`src/rtl/alu_arbiter.sv`:
```
// rtl/alu_arbiter.sv - round-robin arbiter sharing one ALU between NUM_REQ requesters
//
// Ports:
//   clk, rst             clock; asynchronous active-high reset
//   req_valid/req_ready  per-requester operation handshake (req_ready at most one-hot)
//   req_a/req_b/req_op   packed per-requester operands and opcode
//   alu_a/alu_b/alu_op   registered operands driven onto the shared ALU
//   alu_out/alu_c        ALU result and carry (combinational from alu_*)
//   rsp_valid/rsp_ready  one-hot response handshake to the granted requester
//   rsp_data/rsp_c       captured ALU result and carry
//   grant_id             index of the current or last granted requester
//   busy                 high whenever an operation is in flight
module alu_arbiter #(
  parameter int WIDTH   = 4,
  parameter int OP_W    = 2,
  parameter int NUM_REQ = 4,
  localparam int ID_W   = $clog2(NUM_REQ)
) (
  input  logic                    clk,
  input  logic                    rst,
  input  logic [NUM_REQ-1:0]      req_valid,
  output logic [NUM_REQ-1:0]      req_ready,
  input  logic [NUM_REQ*WIDTH-1:0] req_a,
  input  logic [NUM_REQ*WIDTH-1:0] req_b,
  input  logic [NUM_REQ*OP_W-1:0] req_op,
  output logic [WIDTH-1:0]        alu_a,
  output logic [WIDTH-1:0]        alu_b,
  output logic [OP_W-1:0]         alu_op,
  input  logic [WIDTH-1:0]        alu_out,
  input  logic                    alu_c,
  output logic [NUM_REQ-1:0]      rsp_valid,
  input  logic [NUM_REQ-1:0]      rsp_ready,
  output logic [WIDTH-1:0]        rsp_data,
  output logic                    rsp_c,
  output logic [ID_W-1:0]         grant_id,
  output logic                    busy
);

  typedef enum logic [1:0] {IDLE, EXEC, RESP} state_t;

  localparam logic [ID_W:0] NUM_REQ_W = (ID_W+1)'(NUM_REQ);

  state_t              state_q, state_d;
  logic [ID_W-1:0]     ptr_q;
  logic                win_found;
  logic [ID_W-1:0]     win_id;
  logic [ID_W:0]       idx;
  logic [NUM_REQ-1:0]  win_oh;
  logic [NUM_REQ-1:0]  gnt_oh;
  logic [WIDTH-1:0]    sel_a, sel_b;
  logic [OP_W-1:0]     sel_op;
  logic                accept;
  logic                rsp_done;

  // Rotating priority search. Walking the offsets downward lets the
  // smallest offset from ptr (the highest-priority requester) win last.
  always_comb begin
    win_found = 1'b0;
    win_id    = '0;
    idx       = '0;
    for (int k = NUM_REQ - 1; k >= 0; k--) begin
      idx = {1'b0, ptr_q} + (ID_W+1)'(k);
      if (idx >= NUM_REQ_W) idx = idx - NUM_REQ_W;
      if (req_valid[idx[ID_W-1:0]]) begin
        win_found = 1'b1;
        win_id    = idx[ID_W-1:0];
      end
    end
  end

  // Decode winner/grant to one-hot and select the winning operand slices.
  always_comb begin
    win_oh = '0;
    gnt_oh = '0;
    sel_a  = '0;
    sel_b  = '0;
    sel_op = '0;
    for (int i = 0; i < NUM_REQ; i++) begin
      win_oh[i] = (win_id == ID_W'(i));
      gnt_oh[i] = (grant_id == ID_W'(i));
      if (win_id == ID_W'(i)) begin
        sel_a  = req_a[i*WIDTH +: WIDTH];
        sel_b  = req_b[i*WIDTH +: WIDTH];
        sel_op = req_op[i*OP_W +: OP_W];
      end
    end
  end

  assign accept    = (state_q == IDLE) && win_found;
  assign req_ready = accept ? win_oh : '0;
  // Only the granted requester's ready bit can complete the response.
  assign rsp_done  = (state_q == RESP) && |(rsp_ready & gnt_oh);
  assign busy      = (state_q != IDLE);

  always_comb begin
    state_d = state_q;
    case (state_q)
      IDLE:    if (win_found) state_d = EXEC;
      EXEC:    state_d = RESP;
      RESP:    if (rsp_done) state_d = IDLE;
      default: state_d = IDLE;
    endcase
  end

  always_ff @(posedge clk or posedge rst) begin
    if (rst) begin
      state_q   <= IDLE;
      ptr_q     <= '0;
      grant_id  <= '0;
      alu_a     <= '0;
      alu_b     <= '0;
      alu_op    <= '0;
      rsp_data  <= '0;
      rsp_c     <= 1'b0;
      rsp_valid <= '0;
    end else begin
      state_q <= state_d;
      if (accept) begin
        alu_a    <= sel_a;
        alu_b    <= sel_b;
        alu_op   <= sel_op;
        grant_id <= win_id;
        ptr_q    <= (win_id == ID_W'(NUM_REQ - 1)) ? '0 : win_id + 1'b1;
      end
      // The ALU has had a full cycle on the registered operands by now.
      if (state_q == EXEC) begin
        rsp_data  <= alu_out;
        rsp_c     <= alu_c;
        rsp_valid <= gnt_oh;
      end
      if (rsp_done) rsp_valid <= '0;
    end
  end

endmodule

```
`config.mk`:
```
export PLATFORM = sky130hd
export DESIGN_NAME = alu_arbiter
export DESIGN_NICKNAME = d
export VERILOG_FILES = /design/src/rtl/alu_arbiter.sv
export SDC_FILE = /design/constraint.sdc
export NUM_CORES = 1
export LEC_CHECK = 0
export BUFFER_PORTS_ARGS = -buffer_cell sky130_fd_sc_hd__buf_2
export CORE_UTILIZATION = 40
export CTS_CLUSTER_SIZE = 28
export DETAILED_ROUTE_END_ITERATION = 8
export GPL_TIMING_DRIVEN = 0
export PLACE_DENSITY = 0.72
export SYNTH_ARGS = -nofsm -noshare
export SYNTH_HDL_FRONTEND = slang
export SYNTH_SLANG_ARGS = --single-unit
```
`constraint.sdc`:
```
create_clock -name clk -period 3.7 [get_ports clk]
set_clock_uncertainty 0.2 [all_clocks]
set_input_delay 0.37 -clock clk [delete_from_list [all_inputs] [get_ports clk]]
set_output_delay 0.37 -clock clk [all_outputs]
set_load 0.01 [all_outputs]
```
==> run_results.csv <==
group,metric,value,unit
status,status,"complete, no violations",
clocking,cts_sinks,25,
clocking,cts_root_buf,"clkbuf_8",
worst_hold_path,min_path_type,"in -> async",
logic_synthesis,syn_avg_cell_area,8.947,um2
detailed_routing,via_count,1666,
logic_synthesis,synthSimpleGateAreaFrac,0.1844,
worst_setup_path,crit_slowest_cell,"a221oi_1",
pwr,total_power,1.649,mW
worst_setup_path,r2r-end,"alu_b[0]",
logic_synthesis,synthFlopType,"dfrtp_1",
detailed_routing,wl_met2,1855,um
job,maxCapViolations,0,
sta,finalHoldViolations,0,
logic_synthesis,syn_area,0.001602,mm2
logic_synthesis,yosys.cell_types.count,38,
sta,finalMaxSlewViolations,0,
clocking,ctsHtreeMaxLevel,1,
clocking,insertion_delay,0.27,ns
pwr,power.share.clock,0.100,
final_layout,drive_above_1_share,0.3764,
logic_synthesis,synthCells,179,
worst_setup_path,cp_data_arrival_time,2.32,ns
logic_synthesis,seq_area_frac_synth,0.3906,
worst_setup_path,start_kind,"flip-flop",
floorplan,start_util,0.4278,
worst_setup_path,endpoint_kind,"primary output",
sta,finalWorstPathRequiredPeriod,2.892,ns
pwr,p_seq_frac,0.298,
pwr,power_density,782.0,mW/mm2
logic_synthesis,synth.area.top_cells,"dfrtp_1, a21oi_1, a221o_1",
detailed_routing,route.detailed.drc,0,
detailed_routing,drt_iter0_drc,65,
placed_design,dp_hpwl,3147,um
clocking,numCtsBuffers,3,
logic_synthesis,synth-xor-area-share,0,
logic_synthesis,synth_commonest_cells,"a21oi_1, dfrtp_1, nand2_1",
grt,grt_pass1_vias,1565,
floorplan,die_area,0.004261,mm2
worst_setup_path,reg2reg_from,"ptr_q[1]",
logic_synthesis,synth_nets,238,
sta,fin_crit_sh,0.7815,
final_layout,num_antenna_cells,0,
clocking,cts_resized,0,
sta,setup_tns,0,ns
logic_synthesis,ys_async_sr_fraction,1.000,
logic_synthesis,synth_top_family_by_area,"compound AO/OA/AOI/OAI gates",
logic_synthesis,synth_compound_area_frac,0.2391,
clocking,ctsHoldBuffers,0,
pwr,sw_frac_of_total,0.4332,
floorplan,die_w,65.28,um
floorplan,ios,81,
clocking,clk_pin_slew,0.09,ns
logic_synthesis,synth_fa_ha_area_frac,0.03125,
worst_setup_path,r2r_slack,1.08,ns
detailed_routing,met1_length,1838,um
worst_setup_path,critical_path.cell_chain,"nand2_1 > a221oi_1 > or2_2 > ha_1 > buf_1 > and3_1 > buf_2",
grt,overflow,0,
sta,setup_viol,0,
worst_setup_path,path_delay_family,"simple AND/OR/NAND/NOR gates",
floorplan,rows,22,
worst_setup_path,cp.buffers_inverters,2,
floorplan,core,0.003744,mm2
pwr,power.switching,0.7142,mW
clocking,cts_setup_buffers,0,
grt,grt_antenna_before_repair,0,
logic_synthesis,synth_warnings,0,
pwr,p_int,0.9344,mW
sta,rsz0062_at_grt,"no",
clocking,cts_tree,"built",
logic_synthesis,ys_ff_latch,25,
worst_setup_path,rr_worst_depth,8,
pwr,comb_power_share,0.602,
worst_setup_path,cp_max_fo,10,
sta,tightest_slew,0.9045,ns
floorplan,die_y,65.28,um
pwr,leakage,1.045,nW
worst_setup_path,max_stage_delay,0.45,ns
worst_setup_path,required,3.13,ns
detailed_routing,firstDrtPassIters,4,
placed_design,port_buffers,80,
logic_synthesis,synth_top_area_frac,0.3906,
grt,grt_pass1_wl,6851,um
detailed_routing,wl_met3,255,um
logic_synthesis,yosysTopAreaCell,"dfrtp_1",
sta,fmax,345.8,MHz
worst_setup_path,worst-setup-path-type,"reg -> out",
sta,relSlewSlack,0.3964,
grt,grt_start_max_net_pins,26,
logic_synthesis,synth_edf_count,0,
grt,grt_usage,0.2058,
pwr,irDropWorstVdd,0.3312,mV
clocking,clockBufferDepth,2,
detailed_routing,routed_via_density,5.357,
detailed_routing,wl_per_cell,12.95,um
final_layout,final_nets,323,
detailed_routing,wl,4029,um
placed_design,place.gp.congestion,0.8285,
detailed_routing,drtAntennaViolNets,0,
final_layout,area_growth,31.64,%
detailed_routing,top_layer_used,"met4",
logic_synthesis,muxShareOfSynthArea,0.06953,
==> power by group through the flow <==
stage | registers, mW | logic [mW] | clock network (mW)
3_3_place_gp | 0.491 | 0.980 | 0
4_1_cts | 0.494 | 0.995 | 0.168
5_1_grt | 0.512 | 1.11 | 0.185
3_5_place_dp | 0.498 | 0.993 | 0
2_1_floorplan | 0.545 | 0.638 | 0
6_report | 0.491 | 0.992 | 0.165
==> area by class of cell <==
| class | count | area [um2] |
|---|---|---|
| Fill cell | 357 | 1635 |
| Clock buffer | 3 | 41.29 |
| Clock inverter | 1 | 5.005 |
| Tap cell | 48 | 60.06 |
| Inverter | 16 | 62.56 |
| Multi-Input combinational cell | 123 | 839.6 |
| Sequential cell | 25 | 625.6 |
| Timing Repair Buffer | 80 | 400.4 |
| Buffer | 15 | 73.82 |
==> placed cells by master (no fill, tap or decap), types with 2 or more instances in the layout <==
cell	instances
o21ai_0	3
clkbuf_8	3
buf_6	2
buf_2	81
a221o_1	10
clkbuf_1	10
a21oi_1	25
nor2_1	3
inv_1	15
a31oi_1	11
dfrtp_1	25
ha_1	4
nand2b_1	3
mux2_2	5
and3_1	5
nor3_1	2
o22ai_1	4
nand3b_1	10
nor3b_1	2
nand2_1	17
mux2i_1	4
==> how the worst max path moves through the flow <==
| stage | start | end | slack [ns] | cells after the start |
|---|---|---|---|---|
| detailed placement | req_valid[1] | alu_b[3] | 0.97 | 9 |
| finish | ptr_q[1] | req_ready[0] | 0.81 | 7 |
| global route | ptr_q[1] | req_ready[0] | 0.58 | 7 |
| floorplan | req_valid[1] | alu_a[0] | 1.41 | 8 |
| global placement | req_valid[1] | req_ready[1] | 0.98 | 8 |
| CTS | ptr_q[1] | req_ready[0] | 0.84 | 7 |
==> flip-flops by register name, summed over array words and instances (netlist names) <==
signal,flops
alu_b,4
alu_op,2
rsp_valid,4
state_q,2
ptr_q,2
grant_id,2
rsp_c,1
alu_a,4
rsp_data,4
==> cell families after synthesis <==
group | after synthesis
AND/OR/NAND/NOR | 50
adder cells (fa/ha/maj) | 4
flip-flops | 25
buffers and inverters | 31
AO/OA/AOI/OAI | 59
multiplexers | 10
==> stage by stage <==
| stage | worst slack (ns) | util | std cells | hold WS (ns) | cell area [um2] |
|---|---|---|---|---|---|
| 6_report | 0.8083 | 0.5632 | 311 | 0.07542 | 2108 |
| 5_1_grt | 0.5834 | 0.5632 | 311 | 0.1187 | 2108 |
| 4_1_cts | 0.8399 | 0.5632 | 311 | 0.1202 | 2108 |
| 3_5_place_dp | 0.9653 | 0.5508 | 307 | 0.2894 | 2062 |
| 3_3_place_gp | 0.9806 | 0.5508 | 307 | 0.2853 | 2062 |
| 2_1_floorplan | 1.411 | - | 179 | 0.1973 | 1602 |
==> layer usage <==
| layer | vias to the layer above | global-route usage |
|---|---|---|
| li1 | 816 | - |
| met2 | 70 | 0.3505 |
| met3 | 7 | 0.02257 |
| met4 | 0 | 0.08152 |
| met1 | 773 | 0.2645 |
| met5 | - | 0 |
(Power assumes the default switching activity.)
